## src/rtl/dp_ram_param.sv

```systemverilog
`default_nettype none
// ============================================================================
// Module   : dp_ram_param
// Purpose  : Single-clock simple dual-port RAM (one write port, one read
//            port) with a self-clearing sweep, configurable read latency
//            and configurable same-address read-during-write behaviour.
//
// Ports    :
//   clk        in   1       single clock, all state changes on rising edge
//   rst        in   1       asynchronous active-high reset
//   din        in   DATA_W  write data
//   wr_addr    in   ADDR_W  write address
//   we         in   1       write enable
//   re         in   1       read enable
//   re_addr    in   ADDR_W  read address
//   clr        in   1       request to zero the whole array
//   d_out      out  DATA_W  read data (holds when rd_valid = 0)
//   rd_valid   out  1       d_out carries data of a read RD_LAT cycles old
//   busy       out  1       clear sweep in progress, requests ignored
//   collision  out  1       accepted read and write hit the same address,
//                           aligned with that read's rd_valid
//
// Parameters:
//   DATA_W    data word width
//   ADDR_W    address width, DEPTH = 2**ADDR_W
//   RD_LAT    read latency, 1 or 2 (any value other than 1 builds latency 2)
//   RDW_MODE  0 = read-old, 1 = write-first on same-address collisions
//
// Revision : 1.0  initial release
// ============================================================================
module dp_ram_param #(
  parameter int DATA_W   = 8,
  parameter int ADDR_W   = 4,
  parameter int RD_LAT   = 1,
  parameter int RDW_MODE = 0
) (
  input  logic              clk,
  input  logic              rst,
  input  logic [DATA_W-1:0] din,
  input  logic [ADDR_W-1:0] wr_addr,
  input  logic              we,
  input  logic              re,
  input  logic [ADDR_W-1:0] re_addr,
  input  logic              clr,
  output logic [DATA_W-1:0] d_out,
  output logic              rd_valid,
  output logic              busy,
  output logic              collision
);

  localparam int DEPTH = 2 ** ADDR_W;

  typedef enum logic [0:0] {
    CLEAR = 1'b0,
    READY = 1'b1
  } state_t;

  state_t            state;
  logic [ADDR_W-1:0] clr_cnt;

  // Storage array: deliberately has no reset; the sweep zeroes it.
  logic [DATA_W-1:0] mem [DEPTH];

  // Request qualification. Nothing is accepted during the sweep. A write
  // coinciding with a clear request is dropped, but a read on that edge is
  // still accepted and completes with the pre-clear contents.
  logic              rd_acc;
  logic              wr_acc;
  logic              same_addr;
  logic [DATA_W-1:0] rd_data;

  assign rd_acc    = (state == READY) && re;
  assign wr_acc    = (state == READY) && we && !clr;
  assign same_addr = rd_acc && wr_acc && (re_addr == wr_addr);

  // --------------------------------------------------------------------------
  // Control FSM: CLEAR sweeps every address once, READY serves requests.
  // --------------------------------------------------------------------------
  always_ff @(posedge clk or posedge rst) begin
    if (rst) begin
      state   <= CLEAR;
      clr_cnt <= '0;
      busy    <= 1'b1;
    end else begin
      case (state)
        CLEAR: begin
          if (clr) begin
            // Restart the sweep from address 0.
            clr_cnt <= '0;
          end else if (clr_cnt == ADDR_W'(DEPTH - 1)) begin
            // Last address is zeroed on this edge.
            state   <= READY;
            busy    <= 1'b0;
            clr_cnt <= '0;
          end else begin
            clr_cnt <= clr_cnt + ADDR_W'(1);
          end
        end
        READY: begin
          if (clr) begin
            state   <= CLEAR;
            busy    <= 1'b1;
            clr_cnt <= '0;
          end
        end
        default: begin
          state   <= CLEAR;
          busy    <= 1'b1;
          clr_cnt <= '0;
        end
      endcase
    end
  end

  // --------------------------------------------------------------------------
  // Single write port shared between the sweep and user writes. The two
  // never compete because user writes are only accepted in READY.
  // --------------------------------------------------------------------------
  logic              mem_we;
  logic [ADDR_W-1:0] mem_waddr;
  logic [DATA_W-1:0] mem_wdata;

  always_comb begin
    mem_we    = 1'b0;
    mem_waddr = wr_addr;
    mem_wdata = din;
    if (state == CLEAR) begin
      mem_we    = 1'b1;
      mem_waddr = clr_cnt;
      mem_wdata = '0;
    end else if (wr_acc) begin
      mem_we    = 1'b1;
    end
  end

  always_ff @(posedge clk) begin
    if (mem_we) begin
      mem[mem_waddr] <= mem_wdata;
    end
  end

  // --------------------------------------------------------------------------
  // Read-during-write selection. The array read is the pre-edge content, so
  // read-old needs nothing extra; write-first forwards din on a hit.
  // --------------------------------------------------------------------------
  generate
    if (RDW_MODE != 0) begin : g_rdw_write_first
      assign rd_data = same_addr ? din : mem[re_addr];
    end else begin : g_rdw_read_old
      assign rd_data = mem[re_addr];
    end
  endgenerate

  // --------------------------------------------------------------------------
  // Read output path. d_out only loads with a valid read so it holds its
  // last value otherwise; collision travels alongside its read.
  // --------------------------------------------------------------------------
  generate
    if (RD_LAT == 1) begin : g_lat1
      always_ff @(posedge clk or posedge rst) begin
        if (rst) begin
          d_out     <= '0;
          rd_valid  <= 1'b0;
          collision <= 1'b0;
        end else begin
          rd_valid  <= rd_acc;
          collision <= same_addr;
          if (rd_acc) begin
            d_out <= rd_data;
          end
        end
      end
    end else begin : g_lat2
      logic [DATA_W-1:0] pipe_data;
      logic              pipe_valid;
      logic              pipe_coll;

      always_ff @(posedge clk or posedge rst) begin
        if (rst) begin
          pipe_data  <= '0;
          pipe_valid <= 1'b0;
          pipe_coll  <= 1'b0;
          d_out      <= '0;
          rd_valid   <= 1'b0;
          collision  <= 1'b0;
        end else begin
          // Stage 1: array sampled at the accept edge.
          pipe_valid <= rd_acc;
          pipe_coll  <= same_addr;
          if (rd_acc) begin
            pipe_data <= rd_data;
          end
          // Stage 2: presented one edge later.
          rd_valid  <= pipe_valid;
          collision <= pipe_coll;
          if (pipe_valid) begin
            d_out <= pipe_data;
          end
        end
      end
    end
  endgenerate

endmodule
`default_nettype wire

```

## config.mk

```make
export PLATFORM = sky130hd
export DESIGN_NAME = dp_ram_param
export DESIGN_NICKNAME = d
export VERILOG_FILES = /design/src/rtl/dp_ram_param.sv
export SDC_FILE = /design/constraint.sdc
export NUM_CORES = 1
export LEC_CHECK = 0
export CAP_MARGIN = 30
export CORE_AREA = 5 5 147 93
export DETAILED_ROUTE_END_ITERATION = 8
export DIE_AREA = 0 0 152 98
export PLACE_DENSITY_LB_ADDON = 0.05
export SETUP_SLACK_MARGIN = 0.2
export SYNTH_ARGS = -nofsm -noshare
export SYNTH_HDL_FRONTEND = slang
export SYNTH_SLANG_ARGS = --single-unit
```

## constraint.sdc

```tcl
create_clock -name clk -period 2.6 [get_ports clk]
set_input_delay 0.52 -clock clk [delete_from_list [all_inputs] [get_ports clk]]
set_output_delay 0.52 -clock clk [all_outputs]
set_load 0.02 [all_outputs]
```

* Word-level counts from Yosys, hierarchy flattened
Memories as Yosys holds them, arrays and structs flattened. A register that Yosys moved wholly into a read port is not among the register bits.
Cells that the tools add are included.
** Word-level totals
- Bits in registers :: 8
- Bits in writable memories :: 128
- Input bits :: 21
- Output and inout port bits :: 11
- Logic and storage cells :: 38
- Memories :: 1
** Memories
- mem :: words 16, width 8, rd ports 1, clocked after memory_dff 1, write ports 1, RTL line 62 : logic [DATA_W-1:0] mem [DEPTH];
** Cells by class
- Add/sub/neg operators :: 1
- Equality and inequality tests :: 5
- Mux-type cells :: 18
- Bitwise logic cells :: 1
- Reduce and logical (&&, ||, !) cells :: 7
** Operator list (count)
- 4-bit 2-to-1 mux :: 4
- 1-bit 2-to-1 mux :: 10
- 8-bit 2-to-1 mux :: 1
- 4-bit case mux with 2 select lines :: 1
- 2-bit != test (second input constant) :: 3
- 1-bit logical AND :: 5
- 4-bit by 1-bit adder with 4-bit output (second input constant) :: 1
- 4-bit == test :: 1
- 4-bit == test (second input constant) :: 1
- 1-bit case mux with 2 select lines :: 2
- 3-bit AND reduction :: 1
- 1-bit zero test :: 1
- 1-bit NOT :: 1

* Logic depth before layout (Yosys ltp)
Gate-level depths: netlist (run 1).
- Word-level depth :: 6
- Gate-level depth with buffers :: 6
- Mapped depth without buffers :: 5

* Worst setup path before layout (run 1)
No wires, ideal clock.
- Path kind :: register to register
- Start :: reg state
- End :: mem mem[10][0], enable pin
- Data arrival time :: 1378 ps
- Setup slack :: 852 ps
- Cell stages (with the launch flop) :: 6
- Buffers on the path :: 2
- Cell sequence :: dfrtp_1 > buf_2 > buf_2 > o22ai_1 > nand2_1 > nor2_1
** On the way
- Word-level cells in the longest chain between the ends :: 6
** RTL lines
- from (decl) :: RTL line 58 : state_t state;
- from (signal assigned) :: RTL line 81 : state <= CLEAR;
- from (signal assigned) :: RTL line 92 : state <= READY;
- from (signal assigned) :: RTL line 101 : state <= CLEAR;
- 1-bit logical AND (2 in series) :: RTL line 73 : assign wr_acc = (state == READY) && we && !clr;
- 1-bit 2-to-1 mux :: RTL line 131 : end else if (wr_acc) begin
- 1-bit 2-to-1 mux :: RTL line 127 : if (state == CLEAR) begin
- 1-bit 2-to-1 mux :: RTL line 137 : if (mem_we) begin
- 1-bit 2-to-1 mux (implied by the code) :: RTL line 138 : mem[mem_waddr] <= mem_wdata;
- to (decl) :: RTL line 62
Several ways; a longest one is shown, not always the timed one.

* Worst setup path in the final report (run 1)
- Start :: reg state
- End :: mem mem[10][4], enable pin
The elaborated chain is that of the path after synthesis.

==> qor.json, run 1 <==
{
  "logic_synthesis": {
    "post_synth_instance_area_sq_mm": 0.00591,
    "leading_post_synthesis_cells_by_cell_area": "sky130_fd_sc_hd__edfxtp_1, sky130_fd_sc_hd__mux2i_1, sky130_fd_sc_hd__dfrtp_1",
    "post_synth_net_total": 404,
    "synthMostInstantiatedCell": "sky130_fd_sc_hd__edfxtp_1",
    "post-synth-top-area-fraction": 0.650,
    "synth_unique_cells": 37,
    "yosysSeqAreaShare": 0.718,
    "post-synth-top-area-cell": "sky130_fd_sc_hd__edfxtp_1",
    "synth_top_cells_by_count": "sky130_fd_sc_hd__edfxtp_1, sky130_fd_sc_hd__mux2i_1, sky130_fd_sc_hd__nand2_1",
    "postSynthAreaPerCell_sq_um": 15.5,
    "synthCells": 382,
    "synth_edf_count": 128,
    "synth_flop_cell": "sky130_fd_sc_hd__edfxtp_1",
    "synth-seq-cells": 144,
    "synth_async_sr_flop_share": 0.111,
    "ys_warn_count": 0
  },
  "timing": {
    "hold_violations": 0,
    "slew_viol_final": 0,
    "rsz0062_at_grt": "false",
    "layout_min_cycle_time_ns": 2.11,
    "slew_headroom": 0.524,
    "worst_clock_skew_ns": 0.00978,
    "finalSetupTns_ns": 0,
    "setup_viol_count_final": 0,
    "post-route-worst-setup-slack_ns": 0.490,
    "worst_hold_slack_ns": 0.500,
    "period_share": 0.811,
    "max_freq_ghz": 0.474,
    "tightest_slew_ns": 0.713
  },
  "power": {
    "p_sw_uw": 1150,
    "power_density_mw_per_mm2": 771,
    "pwr-share-comb": 0.063,
    "total_leakage_power_uw": 0.00277,
    "irDropWorstVdd_uv": 492,
    "clock_power_share": 0.472,
    "switching_share": 0.206,
    "pwr-share-seq": 0.465,
    "power.internal_uw": 4420,
    "totalPowerFinal_uw": 5570
  },
  "detailed_routing": {
    "routedLengthMet1_um": 6920,
    "highest-signal-layer": "met4",
    "detail_route.drc_violations": 0,
    "detailroute.wirelength.met2_um": 5890,
    "postRouteWirelength_um": 13900,
    "wl_per_instance_um": 21.8,
    "detailroute.via_count": 3429,
    "route.antenna.remaining_nets": 0,
    "detail_route.iter0.violations": 326,
    "met3_length_um": 940,
    "firstDrtPassIters": 5,
    "viasPerCell": 5.38
  },
  "worst_setup_path": {
    "timing.critical_path.cells": "nand2b_1 > and2_1 > nand2_1 > nor2_1",
    "worst_r2r_path_depth": 4,
    "worst_path_max_delay_cell": "sky130_fd_sc_hd__dfrtp_1",
    "crit_start": "state$_DFF_PP0_",
    "cp-start-kind": "flop",
    "crit_path_end": "mem[10][4]$_DFFE_PP_",
    "rr_startpoint": "state$_DFF_PP0_",
    "crit_fanout": 18,
    "worst-endpoint-arrival_ns": 2.14,
    "reg2reg_setup_slack_ns": 0.49,
    "critical-path-max-stage-delay_ns": 0.69,
    "critical_path_required_ns": 2.64,
    "r2r-end": "mem[10][4]$_DFFE_PP_",
    "endpoint_kind": "flop",
    "timing.setup.critical_path_class": "reg -> reg"
  },
  "global_route": {
    "pin_count_of_the_biggest_net_entering_global_routing": 26,
    "number_of_antenna_violations_at_the_first_check_in_global_routing": 0,
    "grt_util_all_layers": 0.195,
    "first_global_vias": 3459,
    "global_route.overflow_total": 0,
    "first_pass_grt_wire_length_um": 21200
  },
  "clock_network": {
    "max_clock_buf_depth": 2,
    "cts_setup_buffers": 0,
    "cts_made_buffers": 17,
    "cts.root.buffer_cell": "sky130_fd_sc_hd__clkbuf_16",
    "tritoncts": "built",
    "total_number_of_h_tree_levels": 4,
    "clock_sink_count": 144,
    "clk_latency_ns": 0.41,
    "clkTransAtPathRegs_ns": 0.06,
    "cts_repair_resize_count": 0,
    "hold_buffers": 0
  },
  "floorplan": {
    "floorplan.die_area_sq_mm": 0.0149,
    "floorplan.initialDensity": 0.479,
    "rows": 32,
    "fp.dieH_um": 98,
    "core_region_sq_mm": 0.0123,
    "num_io_pins": 32,
    "die_w_um": 152
  },
  "worst_hold_path": {
    "hold_path.class": "reg -> reg"
  },
  "cells_and_area": {
    "antennaDiodeCount": 0,
    "area_added_between_synthesis_and_finish_pct": 22.3,
    "post-route-util": 0.586,
    "layout.nets": 476,
    "drive_gt1_frac": 0.165
  },
  "placement": {
    "gp_congestion": 0.844,
    "port-buffer-count": 31,
    "post-dp-hpwl_um": 9460,
    "pre_cts_slack_ns": 0.204
  },
  "outcome": {
    "status": "finished, final reports clean"
  },
  "flow_run": {
    "drv_cap": 0
  }
}
==> cells by family (layout without fill, tap and decap cells) <==
kind of cell	after synthesis	in the layout	share of synthesized area
flip-flops	144	144	0.718
AND/OR/NAND/NOR	107	107	0.0872
multiplexers	66	66	0.112
AO/OA/AOI/OAI	35	35	0.0417
buffers and inverters	24	109	0.0315
XOR/XNOR	5	5	0.00741
adder cells (fa/ha/maj)	1	1	0.00212
==> cell type report <==
cell class                 count  area [sq um]
inverter                       5          18.8
timing repair buffer          72           628
multi-input combinational    214          1480
clock inverter                13           210
clock buffer                  19           433
fill                         970          5100
tap                          170           213
sequential                   144          4250
==> metrics by stage <==
stage | instance area, sq um | std cells
2_1_floorplan | 5910 | 382
3_3_place_gp | 6580 | 605
3_5_place_dp | 6580 | 605
4_1_cts | 7230 | 637
5_1_grt | 7230 | 637
6_report | 7230 | 637
==> layout by cell type (no fill, tap or decap) <==
| master | Yosys | final |
|---|---|---|
| sky130_fd_sc_hd__nor2_4 | 1 | 1 |
| sky130_fd_sc_hd__clkbuf_16 | 0 | 17 |
| sky130_fd_sc_hd__ha_1 | 1 | 1 |
| sky130_fd_sc_hd__a31oi_1 | 3 | 3 |
| sky130_fd_sc_hd__and2_4 | 1 | 1 |
| sky130_fd_sc_hd__clkdlybuf4s50_1 | 0 | 30 |
| sky130_fd_sc_hd__xor2_1 | 1 | 1 |
| sky130_fd_sc_hd__buf_12 | 1 | 1 |
| sky130_fd_sc_hd__clkinv_4 | 0 | 2 |
| sky130_fd_sc_hd__dfstp_2 | 1 | 1 |
| sky130_fd_sc_hd__nand4_1 | 8 | 8 |
| sky130_fd_sc_hd__inv_6 | 0 | 2 |
| sky130_fd_sc_hd__nor2_2 | 1 | 1 |
| sky130_fd_sc_hd__clkinv_2 | 0 | 2 |
| sky130_fd_sc_hd__nor3b_1 | 1 | 1 |
| sky130_fd_sc_hd__mux2i_1 | 66 | 66 |
| sky130_fd_sc_hd__nand3_1 | 18 | 18 |
| sky130_fd_sc_hd__clkinvlp_4 | 0 | 2 |
| sky130_fd_sc_hd__o22ai_1 | 2 | 2 |
| sky130_fd_sc_hd__xnor2_1 | 4 | 4 |
| sky130_fd_sc_hd__nor4_2 | 1 | 1 |
| sky130_fd_sc_hd__clkbuf_1 | 1 | 2 |
| sky130_fd_sc_hd__nor3_1 | 1 | 1 |
| sky130_fd_sc_hd__nor2b_1 | 3 | 3 |
| sky130_fd_sc_hd__o32a_1 | 1 | 1 |
| sky130_fd_sc_hd__edfxtp_1 | 128 | 128 |
| sky130_fd_sc_hd__dfrtp_1 | 15 | 15 |
| sky130_fd_sc_hd__buf_4 | 1 | 41 |
| sky130_fd_sc_hd__and2_1 | 9 | 9 |
| sky130_fd_sc_hd__nand2_1 | 34 | 34 |
| sky130_fd_sc_hd__a22oi_1 | 24 | 24 |
| sky130_fd_sc_hd__inv_1 | 5 | 5 |
| sky130_fd_sc_hd__nor2_1 | 24 | 24 |
| sky130_fd_sc_hd__and3_1 | 1 | 1 |
| sky130_fd_sc_hd__nand2b_1 | 3 | 3 |
| sky130_fd_sc_hd__a21oi_1 | 4 | 4 |
| sky130_fd_sc_hd__bufinv_16 | 0 | 5 |
| sky130_fd_sc_hd__o21ai_0 | 1 | 1 |
| sky130_fd_sc_hd__or3_1 | 1 | 1 |
==> power by group through the flow <==
stage | Combinational (uW) | Clock [uW] | Sequential, uW
floorplan | 184 | 0 | 2650
global placement | 350 | 0 | 2640
detailed placement | 350 | 0 | 2640
CTS | 352 | 2670 | 2590
global route | 380 | 2770 | 2600
finish | 351 | 2630 | 2590
==> state kept, by name (all words and copies together), names as in the netlist <==
register	flops
busy	1
clr_cnt	4
state	1
mem	128
d_out	8
rd_valid	1
collision	1
==> per-layer routing <==
metal  vias to the layer above  global-route usage
met5                         -                   0
met4                         0              0.0546
met3                         9              0.0585
met2                       101               0.270
met1                      1724               0.298
li1                       1595                   -
==> worst max-delay path, delay by kind of cell (launching register included) <==
kind          cells  cell delay (ns)
simple gates      4             1.05
flops             1             0.69
==> worst min-delay path by stage <==
stage / from / depth (start not counted) / slack [ns] / endpoint
6_report: d_out[4]$_DFFE_PP0N_ / 2 / 0.50 / d_out[4]$_DFFE_PP0N_
5_1_grt: busy$_DFFE_PP1P_ / 2 / 0.53 / busy$_DFFE_PP1P_
4_1_cts: d_out[1]$_DFFE_PP0N_ / 2 / 0.50 / d_out[1]$_DFFE_PP0N_
3_5_place_dp: d_out[1]$_DFFE_PP0N_ / 2 / 0.49 / d_out[1]$_DFFE_PP0N_
3_3_place_gp: busy$_DFFE_PP1P_ / 2 / 0.48 / busy$_DFFE_PP1P_
2_1_floorplan: rst / 1 / 0.43 / clr_cnt[0]$_DFFE_PP0P_
No activity file was read; power rests on OpenSTA's default activity.
==> run 2, diff against run 1 <==
==> constraint.sdc (replaced) <==
create_clock -name clk -period 2.2 [get_ports clk]
set_input_delay 0.44 -clock clk [delete_from_list [all_inputs] [get_ports clk]]
set_output_delay 0.44 -clock clk [all_outputs]
set_load 0.02 [all_outputs]
==> qor.json, run 2 (synthesis results as in run 1) <==
{
  "timing": {
    "finalSetupTns": {"value": 0, "unit": "ns", "change": "unchanged"},
    "slew_viol_final": {"value": 0, "change": "unchanged"},
    "rsz0062_at_grt": {"value": "false", "change": "unchanged"},
    "setup_viol_count_final": {"value": 0, "change": "unchanged"},
    "period_share": 0.863,
    "slew_headroom": {"value": 0.739, "change": "was 0.524"},
    "hold_violations": {"value": 0, "change": "unchanged"},
    "layout_min_cycle_time_ns": 1.90,
    "worst_clock_skew": {"value": 0.00770, "unit": "ns", "change": "was 0.00978 ns"},
    "tightest_slew": {"value": 0.392, "unit": "ns", "change": "was 0.713 ns"},
    "max_freq_ghz": 0.527,
    "worst_hold_slack": {"value": 0.334, "unit": "ns", "change": "was 0.500 ns"}
  },
  "cells_and_area": {
    "layout.nets": {"value": 477, "change": "was 476"},
    "area_added_between_synthesis_and_finish": {"value": 20.9, "unit": "%", "change": "was 22.3%"},
    "registers.top_by_ff_count": {"value": "mem", "change": "unchanged"},
    "layout_common_cells": {"value": "sky130_fd_sc_hd__edfxtp_1, sky130_fd_sc_hd__mux2i_1, sky130_fd_sc_hd__buf_4, sky130_fd_sc_hd__nand2_1, sky130_fd_sc_hd__clkdlybuf4s50_1", "change": "unchanged"},
    "drive_gt1_frac": {"value": 0.167, "change": "was 0.165"},
    "mostFrequentLayoutCell": {"value": "sky130_fd_sc_hd__edfxtp_1", "change": "unchanged"},
    "antennaDiodeCount": {"value": 0, "change": "unchanged"},
    "reg.largest.list": {"value": "mem: 128 flops, d_out: 8 flops, clr_cnt: 4 flops", "change": "unchanged"},
    "largest_register_ff_count": {"value": 128, "change": "unchanged"}
  },
  "worst_setup_path": {
    "worst_r2r_path_depth": {"value": 5, "change": "was 4"},
    "crit_fanout": {"value": 2, "change": "was 18"},
    "r2r-end": {"value": "mem[10][7]$_DFFE_PP_", "change": "was mem[10][4]$_DFFE_PP_"},
    "timing.critical_path.cells": {"value": "clkdlybuf4s50_1", "change": "was nand2b_1 > and2_1 > nand2_1 > nor2_1"},
    "critical_path_required": {"value": 1.76, "unit": "ns", "change": "was 2.64 ns"},
    "cp-start-kind": {"value": "flop", "change": "unchanged"},
    "critical-path-max-stage-delay": {"value": 0.65, "unit": "ns", "change": "was 0.69 ns"},
    "crit_path_end": {"value": "d_out[5]", "change": "was mem[10][4]$_DFFE_PP_"},
    "rr_startpoint": {"value": "state$_DFF_PP0_", "change": "unchanged"},
    "endpoint_kind": {"value": "output port", "change": "was flop"},
    "reg2reg_setup_slack": {"value": 0.38, "unit": "ns", "change": "was 0.49 ns"},
    "worst_path_max_delay_cell": {"value": "sky130_fd_sc_hd__clkdlybuf4s50_1", "change": "was sky130_fd_sc_hd__dfrtp_1"},
    "crit_buf_inv": {"value": 1, "change": "was 0"},
    "worst-endpoint-arrival": {"value": 1.46, "unit": "ns", "change": "was 2.14 ns"},
    "critical_path_stages": {"value": 1, "change": "was 4"},
    "path_delay_family": {"value": "buffers and inverters", "change": "was simple AND/OR/NAND/NOR gates"},
    "crit_start": {"value": "d_out[5]$_DFFE_PP0N_", "change": "was state$_DFF_PP0_"},
    "timing.setup.critical_path_class": {"value": "reg -> out", "change": "was reg -> reg"}
  },
  "clock_network": {
    "clock_sink_count": {"value": 144, "change": "unchanged"},
    "hold_buffers": {"value": 0, "change": "unchanged"},
    "total_number_of_h_tree_levels": {"value": 4, "change": "unchanged"},
    "clk_latency": {"value": 0.42, "unit": "ns", "change": "was 0.41 ns"},
    "cts_made_buffers": {"value": 17, "change": "unchanged"},
    "clkTransAtPathRegs": {"value": 0.06, "unit": "ns", "change": "about the same"},
    "cts.root.buffer_cell": {"value": "sky130_fd_sc_hd__clkbuf_16", "change": "unchanged"},
    "max_clock_buf_depth": {"value": 2, "change": "unchanged"},
    "tritoncts": {"value": "built", "change": "unchanged"}
  },
  "detailed_routing": {
    "postRouteWirelength": {"value": 14300, "unit": "um", "change": "was 13900 um"},
    "detail_route.iter0.violations": {"value": 329, "change": "was 326"},
    "wl_per_instance": {"value": 22.4, "unit": "um", "change": "was 21.8 um"},
    "firstDrtPassIters": {"value": 5, "change": "unchanged"},
    "detailroute.via_count": {"value": 3487, "change": "was 3429"},
    "viasPerCell": {"value": 5.47, "change": "was 5.38"},
    "detail_route.drc_violations": {"value": 0, "change": "unchanged"},
    "route.antenna.remaining_nets": {"value": 0, "change": "unchanged"}
  },
  "placement": {
    "gp_congestion": {"value": 0.838, "change": "was 0.844"},
    "post-dp-hpwl": {"value": 9570, "unit": "um", "change": "was 9460 um"},
    "port-buffer-count": {"value": 31, "change": "unchanged"}
  },
  "global_route": {
    "grt-busiest-layer": {"value": "met1", "change": "unchanged"},
    "global_route.usage.met2": {"value": 0.272, "change": "was 0.270"},
    "first_global_vias": {"value": 3334, "change": "was 3459"},
    "grt_util_all_layers": {"value": 0.198, "change": "was 0.195"},
    "number_of_antenna_violations_at_the_first_check_in_global_routing": {"value": 0, "change": "unchanged"},
    "groute.layer.met1.usage": {"value": 0.313, "change": "was 0.298"},
    "grtUsageMet3": {"value": 0.0474, "change": "was 0.0585"},
    "first_pass_grt_wire_length": {"value": 21400, "unit": "um", "change": "was 21200 um"},
    "pin_count_of_the_biggest_net_entering_global_routing": {"value": 24, "change": "was 26"},
    "global_route.overflow_total": {"value": 0, "change": "unchanged"}
  },
  "floorplan": {
    "floorplan.die_area": {"value": 0.0149, "unit": "sq mm", "change": "unchanged"},
    "core_region": {"value": 0.0123, "unit": "sq mm", "change": "unchanged"},
    "fp.dieH": {"value": 98, "unit": "um", "change": "unchanged"},
    "floorplan.initialDensity": {"value": 0.479, "change": "unchanged"},
    "rows": {"value": 32, "change": "unchanged"},
    "die_w": {"value": 152, "unit": "um", "change": "unchanged"},
    "num_io_pins": {"value": 32, "change": "unchanged"}
  },
  "power": {
    "switching_share": {"value": 0.227, "change": "was 0.206"},
    "power.internal": {"value": 4750, "unit": "uW", "change": "was 4420 uW"},
    "pwr-share-seq": {"value": 0.499, "change": "was 0.465"},
    "total_leakage_power": {"value": 0.00274, "unit": "uW", "change": "was 0.00277 uW"},
    "irDropWorstVdd": {"value": 582, "unit": "uV", "change": "was 492 uV"},
    "p_sw": {"value": 1390, "unit": "uW", "change": "was 1150 uW"},
    "power_density": {"value": 859, "unit": "mW/mm^2", "change": "was 771 mW/mm^2"},
    "clock_power_share": {"value": 0.433, "change": "was 0.472"},
    "pwr-share-comb": {"value": 0.068, "change": "was 0.063"}
  },
  "outcome": {
    "status": {"value": "finished, final reports clean", "change": "unchanged"}
  },
  "worst_hold_path": {
    "hold_path.class": {"value": "in -> async", "change": "was reg -> reg"}
  },
  "flow_run": {
    "drv_cap": {"value": 0, "change": "unchanged"}
  }
}
[run 2: per-layer routing]
| layer | vias up | part of all wire |
|---|---|---|
| li1 | 1596 | - |
| met5 | - | 0 |
| met2 | 119 | 0.42 |
| met1 | 1760 | 0.51 |
| met3 | 12 | 0.061 |
| met4 | 0 | 0.010 |
[run 2: layout make-up]
class                      count  area (sq um)
fill                        1023          5180
sequential                   144          4250
multi-input combinational    214          1480
timing repair buffer          73           647
clock buffer                  17           425
tap                          170           213
clock inverter                14           119
inverter                       5          18.8
[run 2: timing repair]
item	CTS	global route
endpoints found under the hold margin	0	0
setup endpoints to repair	1	80
resized for setup	1	1
buffers inserted	0	0
[run 2: how the worst min path moves through the flow]
stage	start	to	slack, ns
6_report	rst	clr_cnt[2]$_DFFE_PP0P_	0.33
4_1_cts	rst	clr_cnt[3]$_DFFE_PP0P_	0.33
3_3_place_gp	busy$_DFFE_PP1P_	busy$_DFFE_PP1P_	0.48
2_1_floorplan	rst	clr_cnt[0]$_DFFE_PP0P_	0.35
5_1_grt	rst	rd_valid$_DFF_PP0_	0.37
3_5_place_dp	d_out[4]$_DFFE_PP0N_	d_out[4]$_DFFE_PP0N_	0.49
[run 2: per-stage QoR]
stage          instances   util  power [uW]  setup slack (ns)  cell area (sq um)
3_5_place_dp         606  0.536        3540            0.0428               6600
6_report             637  0.580        6140             0.302               7150
2_1_floorplan        382      -        3350             0.452               5910
5_1_grt              637  0.580        6350             0.249               7150
4_1_cts              637  0.580        6170             0.252               7150
3_3_place_gp         606  0.536        3530            0.0541               6600
[run 2: power groups by stage]
| stage | clock network (uW) | registers (uW) | logic (uW) |
|---|---|---|---|
| floorplan | 0 | 3130 | 217 |
| global placement | 0 | 3120 | 412 |
| detailed placement | 0 | 3120 | 419 |
| CTS | 2680 | 3060 | 421 |
| global route | 2830 | 3070 | 448 |
| finish | 2660 | 3060 | 419 |
==> patch 1, RTL diff (settings of run 2) <==
The parameter `RD_LAT` goes from 1 to 0. Comments in the files are not updated.
--- a/src/rtl/dp_ram_param.sv
+++ b/src/rtl/dp_ram_param.sv
@@ -31,7 +31,7 @@
 module dp_ram_param #(
   parameter int DATA_W   = 8,
   parameter int ADDR_W   = 4,
-  parameter int RD_LAT   = 1,
+  parameter int RD_LAT   = 0,
   parameter int RDW_MODE = 0
 ) (
   input  logic              clk,
Function: no difference found for any inputs over 10 cycles, from zero or initial values and one cycle with rst high; that may be too few to reach the edited logic, so the function may still have changed.
==> patch 1 against run 2 <==
Synthesized area is 5.6% higher; highest routed layer unchanged; worst setup slack improved by 0.049 ns; design area is 5.9% higher; sequential cell count up 10; total power up 8.7%; hold slack improved by 0.017 ns; critical path type unchanged; via count is 3.5% higher; wire length fell by 3.3%; core utilization is 3.4 points higher; global-route usage fell by 0.43 points; combinational power fell by 4.8%; die area stayed put; maximum frequency rose by 2.6%; largest cell class unchanged; non-clock buffer count did not move.
==> patch 1: results (changes against run 2) <==
metric	value	unit	change
outcome	finished clean		unchanged
cp.arrival	1.41	ns	was 1.46 ns
tightest_slew	0.372	ns	was 0.392 ns
first_global_vias	3577		was 3334
synth-edff-count	128		unchanged
clockBufferDepth	2		unchanged
critPathSlowestCell	clkdlybuf4s50_1		unchanged
p_leak	0.00296	uW	was 0.00274 uW
clock_skew	0.00814	ns	was 0.00770 ns
reg_top3	mem x128, d_out x8, g_lat2.pipe_data x8		was mem x128, d_out x8, clr_cnt x4
drt-pass1-iter-count	4		was 5
clk_pin_slew_worst_paths	0.06	ns	about the same
clkLatencyLatePin	0.41	ns	
vias_per_cell	5.50		was 5.47
yosysUniqueCellTypes	36		was 37
grt_pass1_wl	21300	um	was 21400 um
cts_buffers	17		unchanged
syn-num-nets	423		was 404
dp_hpwl	9370	um	was 9570 um
postRouteWirelength	13800	um	was 14300 um
synthArstFlopShare	0.169		was 0.111
ir_drop	0.566	mV	was 0.582 mV
place_area	6940	um^2	was 6600 um^2
ys_seq_area_frac	0.720		was 0.718
yosysWarnings	0		unchanged
layout.nets	495		was 477
synth.area.top_cells	edfxtp_1, mux2i_1, dfrtp_1, a22oi_1, nand2_1		unchanged
grt_start_max_net_pins	29		was 24
cpPeakStageDelay	0.62	ns	was 0.65 ns
antenna_found_initial	0		unchanged
cp_max_fo	2		unchanged
netlist_top_cells_count	edfxtp_1, mux2i_1, nand2_1, dfrtp_1		was edfxtp_1, mux2i_1, nand2_1, a22oi_1, nor2_1
num_antenna_cells	0		unchanged
gp_congestion	0.830		was 0.838
cts_root_buf	clkbuf_16		unchanged
seq_area	4500	um^2	was 4250 um^2
htreeDepth	4		unchanged
critPathTopFamily	buffers and inverters		unchanged
cts_hold_buf	0		unchanged
io_buffers	31		unchanged
hold_path.class	reg2reg		was in2async
grt.total_usage	0.194		was 0.198
min_period_over_period	0.841		was 0.863
final_layout_size_suffix_gt1_frac	0.179		was 0.167
n_fill_cell	981		was 1023
first_iter_violations	267		was 329
patch 1: cell count changes in the layout (fill, tap and decap cells not counted), sizes merged:
cell,change
clkinvlp,-3
dfrtp,+10
clkbuf,+7
inv,+4
clkinv,-7
mux2,+8
patch 1: layer usage:
metal / global-route usage / routed length [um] / share of wire / vias to the layer above
met4: 0.0677 / 170 / 0.012 / 0
met5: 0 / 0 / 0 / -
met2: 0.288 / 6400 / 0.46 / 93
li1: - / - / - / 1667
met1: 0.284 / 6570 / 0.48 / 1834
met3: 0.0447 / 665 / 0.048 / 15
patch 1: area by class of cell:
| cell class | instances | share of cell area |
|---|---|---|
| clock inverters | 8 | 0.0121 |
| flip-flops and latches | 154 | 0.594 |
| repair buffers | 73 | 0.0854 |
| inverters | 5 | 0.00248 |
| multi-input cells | 222 | 0.206 |
| clock buffers | 24 | 0.0719 |
| well taps | 170 | 0.0281 |
patch 1: power by group:
part / switching, uW / internal (uW)
Sequential: 40.7 / 3220
Combinational: 216 / 182
Clock: 1150 / 1870
patch 1: path summary, 6_finish.rpt:
check / cells past startpoint / from / slack [ns] / end
worst min register to register: 0 / g_lat2.pipe_coll$_DFF_PP0_ / 0.35 / collision$_DFF_PP0_
worst max-delay path: 1 / d_out[4]$_DFFE_PP0P_ / 0.35 / d_out[4]
worst min-delay path: 0 / g_lat2.pipe_coll$_DFF_PP0_ / 0.35 / collision$_DFF_PP0_
worst max register to register: 5 / state$_DFF_PP0_ / 0.37 / mem[5][4]$_DFFE_PP_
max in group asynchronous: 3 / rst / 1.50 / busy$_DFFE_PP1P_
min in group asynchronous: 3 / rst / 0.38 / g_lat2.pipe_valid$_DFF_PP0_
patch 1: what timing repair did:
| item | 4_1_cts | 5_1_grt |
|---|---|---|
| resized for setup | 1 | 1 |
| hold endpoints to repair | 0 | 0 |
| buffers inserted | 0 | 0 |
| setup endpoints to repair | 1 | 115 |
patch 1: cells by family (layout without fill, tap and decap cells):
| logic type | count (synthesis) | after routing | synth area share |
|---|---|---|---|
| xor gates and xnor gates | 5 | 5 | 0.00702 |
| AOI/OAI and AO/OA | 35 | 35 | 0.0395 |
| adders and majority gates | 1 | 1 | 0.00200 |
| buffers and inverters | 25 | 110 | 0.0295 |
| DFF | 154 | 154 | 0.720 |
| muxes | 74 | 74 | 0.120 |
| and+or+nand+nor | 107 | 107 | 0.0812 |
patch 1: stage by stage:
stage / setup WS, ns / cells
final: 0.351 / 656
after floorplan: 0.451 / 401
after detailed placement: 0.0531 / 624
after CTS: 0.234 / 656
after global placement: 0.0434 / 624
after global routing: 0.316 / 656
==> patch 2, RTL diff (settings of run 2) <==
Made on the original files. Register the output `collision` once more, cleared by the reset; this adds one clock of latency there. The other outputs are not delayed to match.
--- a/src/rtl/dp_ram_param.sv
+++ b/src/rtl/dp_ram_param.sv
@@ -55,6 +55,8 @@
     READY = 1'b1
   } state_t;
 
+  logic collision_s0;
+
   state_t            state;
   logic [ADDR_W-1:0] clr_cnt;
 
@@ -161,10 +163,10 @@
         if (rst) begin
           d_out     <= '0;
           rd_valid  <= 1'b0;
-          collision <= 1'b0;
+          collision_s0 <= 1'b0;
         end else begin
           rd_valid  <= rd_acc;
-          collision <= same_addr;
+          collision_s0 <= same_addr;
           if (rd_acc) begin
             d_out <= rd_data;
           end
@@ -182,7 +184,7 @@
           pipe_coll  <= 1'b0;
           d_out      <= '0;
           rd_valid   <= 1'b0;
-          collision  <= 1'b0;
+          collision_s0 <= 1'b0;
         end else begin
           // Stage 1: array sampled at the accept edge.
           pipe_valid <= rd_acc;
@@ -192,7 +194,7 @@
           end
           // Stage 2: presented one edge later.
           rd_valid  <= pipe_valid;
-          collision <= pipe_coll;
+          collision_s0 <= pipe_coll;
           if (pipe_valid) begin
             d_out <= pipe_data;
           end
@@ -201,6 +203,14 @@
     end
   endgenerate
 
+  always_ff @(posedge clk or posedge rst) begin
+    if (rst) begin
+      collision <= '0;
+    end else begin
+      collision <= collision_s0;
+    end
+  end
+
 endmodule
 `default_nettype wire
 
Function: no difference found for any inputs over 10 cycles, from zero or initial values and one cycle with rst high; that may be too few to reach the edited logic, so the function may still have changed.
==> patch 2 against run 2 <==
Global-route usage fell by 0.10 points; non-clock buffer count fell by 3; total power rose by 0.87%; register-to-register slack improved by 0.08 ns; sequential cell count rose by 1; wire length fell by 1.3%; first-iteration DRC count fell by 7.3%; hold slack improved by 0.015 ns; design area rose by 0.30%; synthesized area rose by 0.42%; count of clock-buffer cells in the layout did not move; worst setup slack improved by 0.035 ns; critical path type unchanged; critical endpoint is now d_out[2]; largest power group unchanged.
==> patch 2: results (changes against run 2) <==
metric	value	unit	change
synthArstFlopShare	0.117		was 0.111
synth_mux_area_frac	0.111		was 0.112
buffers	70		was 73
via_count	3509		was 3487
numClockSinks	145		was 144
synth.area.top_cells	edfxtp_1, mux2i_1, dfrtp_1, a22oi_1, nand2_1		unchanged
outcome	finished clean		unchanged
wl_per_cell	22.2	um	was 22.4 um
ir_drop	0.504	mV	was 0.582 mV
cts_setup_buffers	0		unchanged
cpPeakStageDelay	0.63	ns	was 0.65 ns
final_layout_size_suffix_gt1_frac	0.163		was 0.167
layout.nonclk_buf_frac	0.0871		was 0.0905
grt.total_usage	0.197		was 0.198
synth_compound_area_frac	0.0415		was 0.0417
io_buffers	31		unchanged
synth-xor-area-share	0.00738		was 0.00741
clock_skew	0.00783	ns	was 0.00770 ns
p_leak	0.00274	uW	about the same
met1Wirelength	6600	um	was 7240 um
met3_length	1200	um	was 869 um
crit_end	d_out[2]		was d_out[5]
reg2reg_slack	0.46	ns	was 0.38 ns
netlist_top_cells_count	edfxtp_1, mux2i_1, nand2_1, a22oi_1, nor2_1		unchanged
reg2reg_to	mem[2][4]$_DFFE_PP_		was mem[10][7]$_DFFE_PP_
cp.arrival	1.42	ns	was 1.46 ns
first_iter_violations	305		was 329
first_global_vias	3403		was 3334
layout.nets	475		was 477
hold_path.class	reg2reg		was in2async
ys_seq_area_frac	0.719		was 0.718
grt_pass1_wl	21200	um	was 21400 um
gp_congestion	0.815		was 0.838
seq_area	4270	um^2	was 4250 um^2
wl_met2	6160	um	was 6020 um
syn-num-nets	405		was 404
synthAdderAreaFrac	0.00211		was 0.00212
-- patch 2: cell families (layout without fill, tap and decap cells) --
logic type                 after synthesis  in the layout
DFF                                    145            145
buffers and inverters                   24            107
and+or+nand+nor                        107            107
muxes                                   66             66
xor gates and xnor gates                 5              5
adders and majority gates                1              1
AOI/OAI and AO/OA                       35             35
-- patch 2: worst register-to-register path, delay by kind of cell, from the launching register on --
kind,cells,cell delay [ns]
buf+inv,1,0.17
flops,1,0.54
simple gates,4,0.74
-- patch 2: through the flow --
step / hold slack (ns) / cell area [um^2] / util / std cells
floorplan: 0.331 / 5940 / - / 383
global placement: 0.337 / 6610 / 0.536 / 604
detailed placement: 0.338 / 6610 / 0.536 / 604
CTS: 0.352 / 7170 / 0.581 / 636
global route: 0.367 / 7170 / 0.581 / 636
finish: 0.349 / 7170 / 0.581 / 636
-- patch 2: report_power, final --
part / switching (uW) / internal (uW)
clock network: 1130 / 1560
logic: 234 / 185
registers: 35.2 / 3040
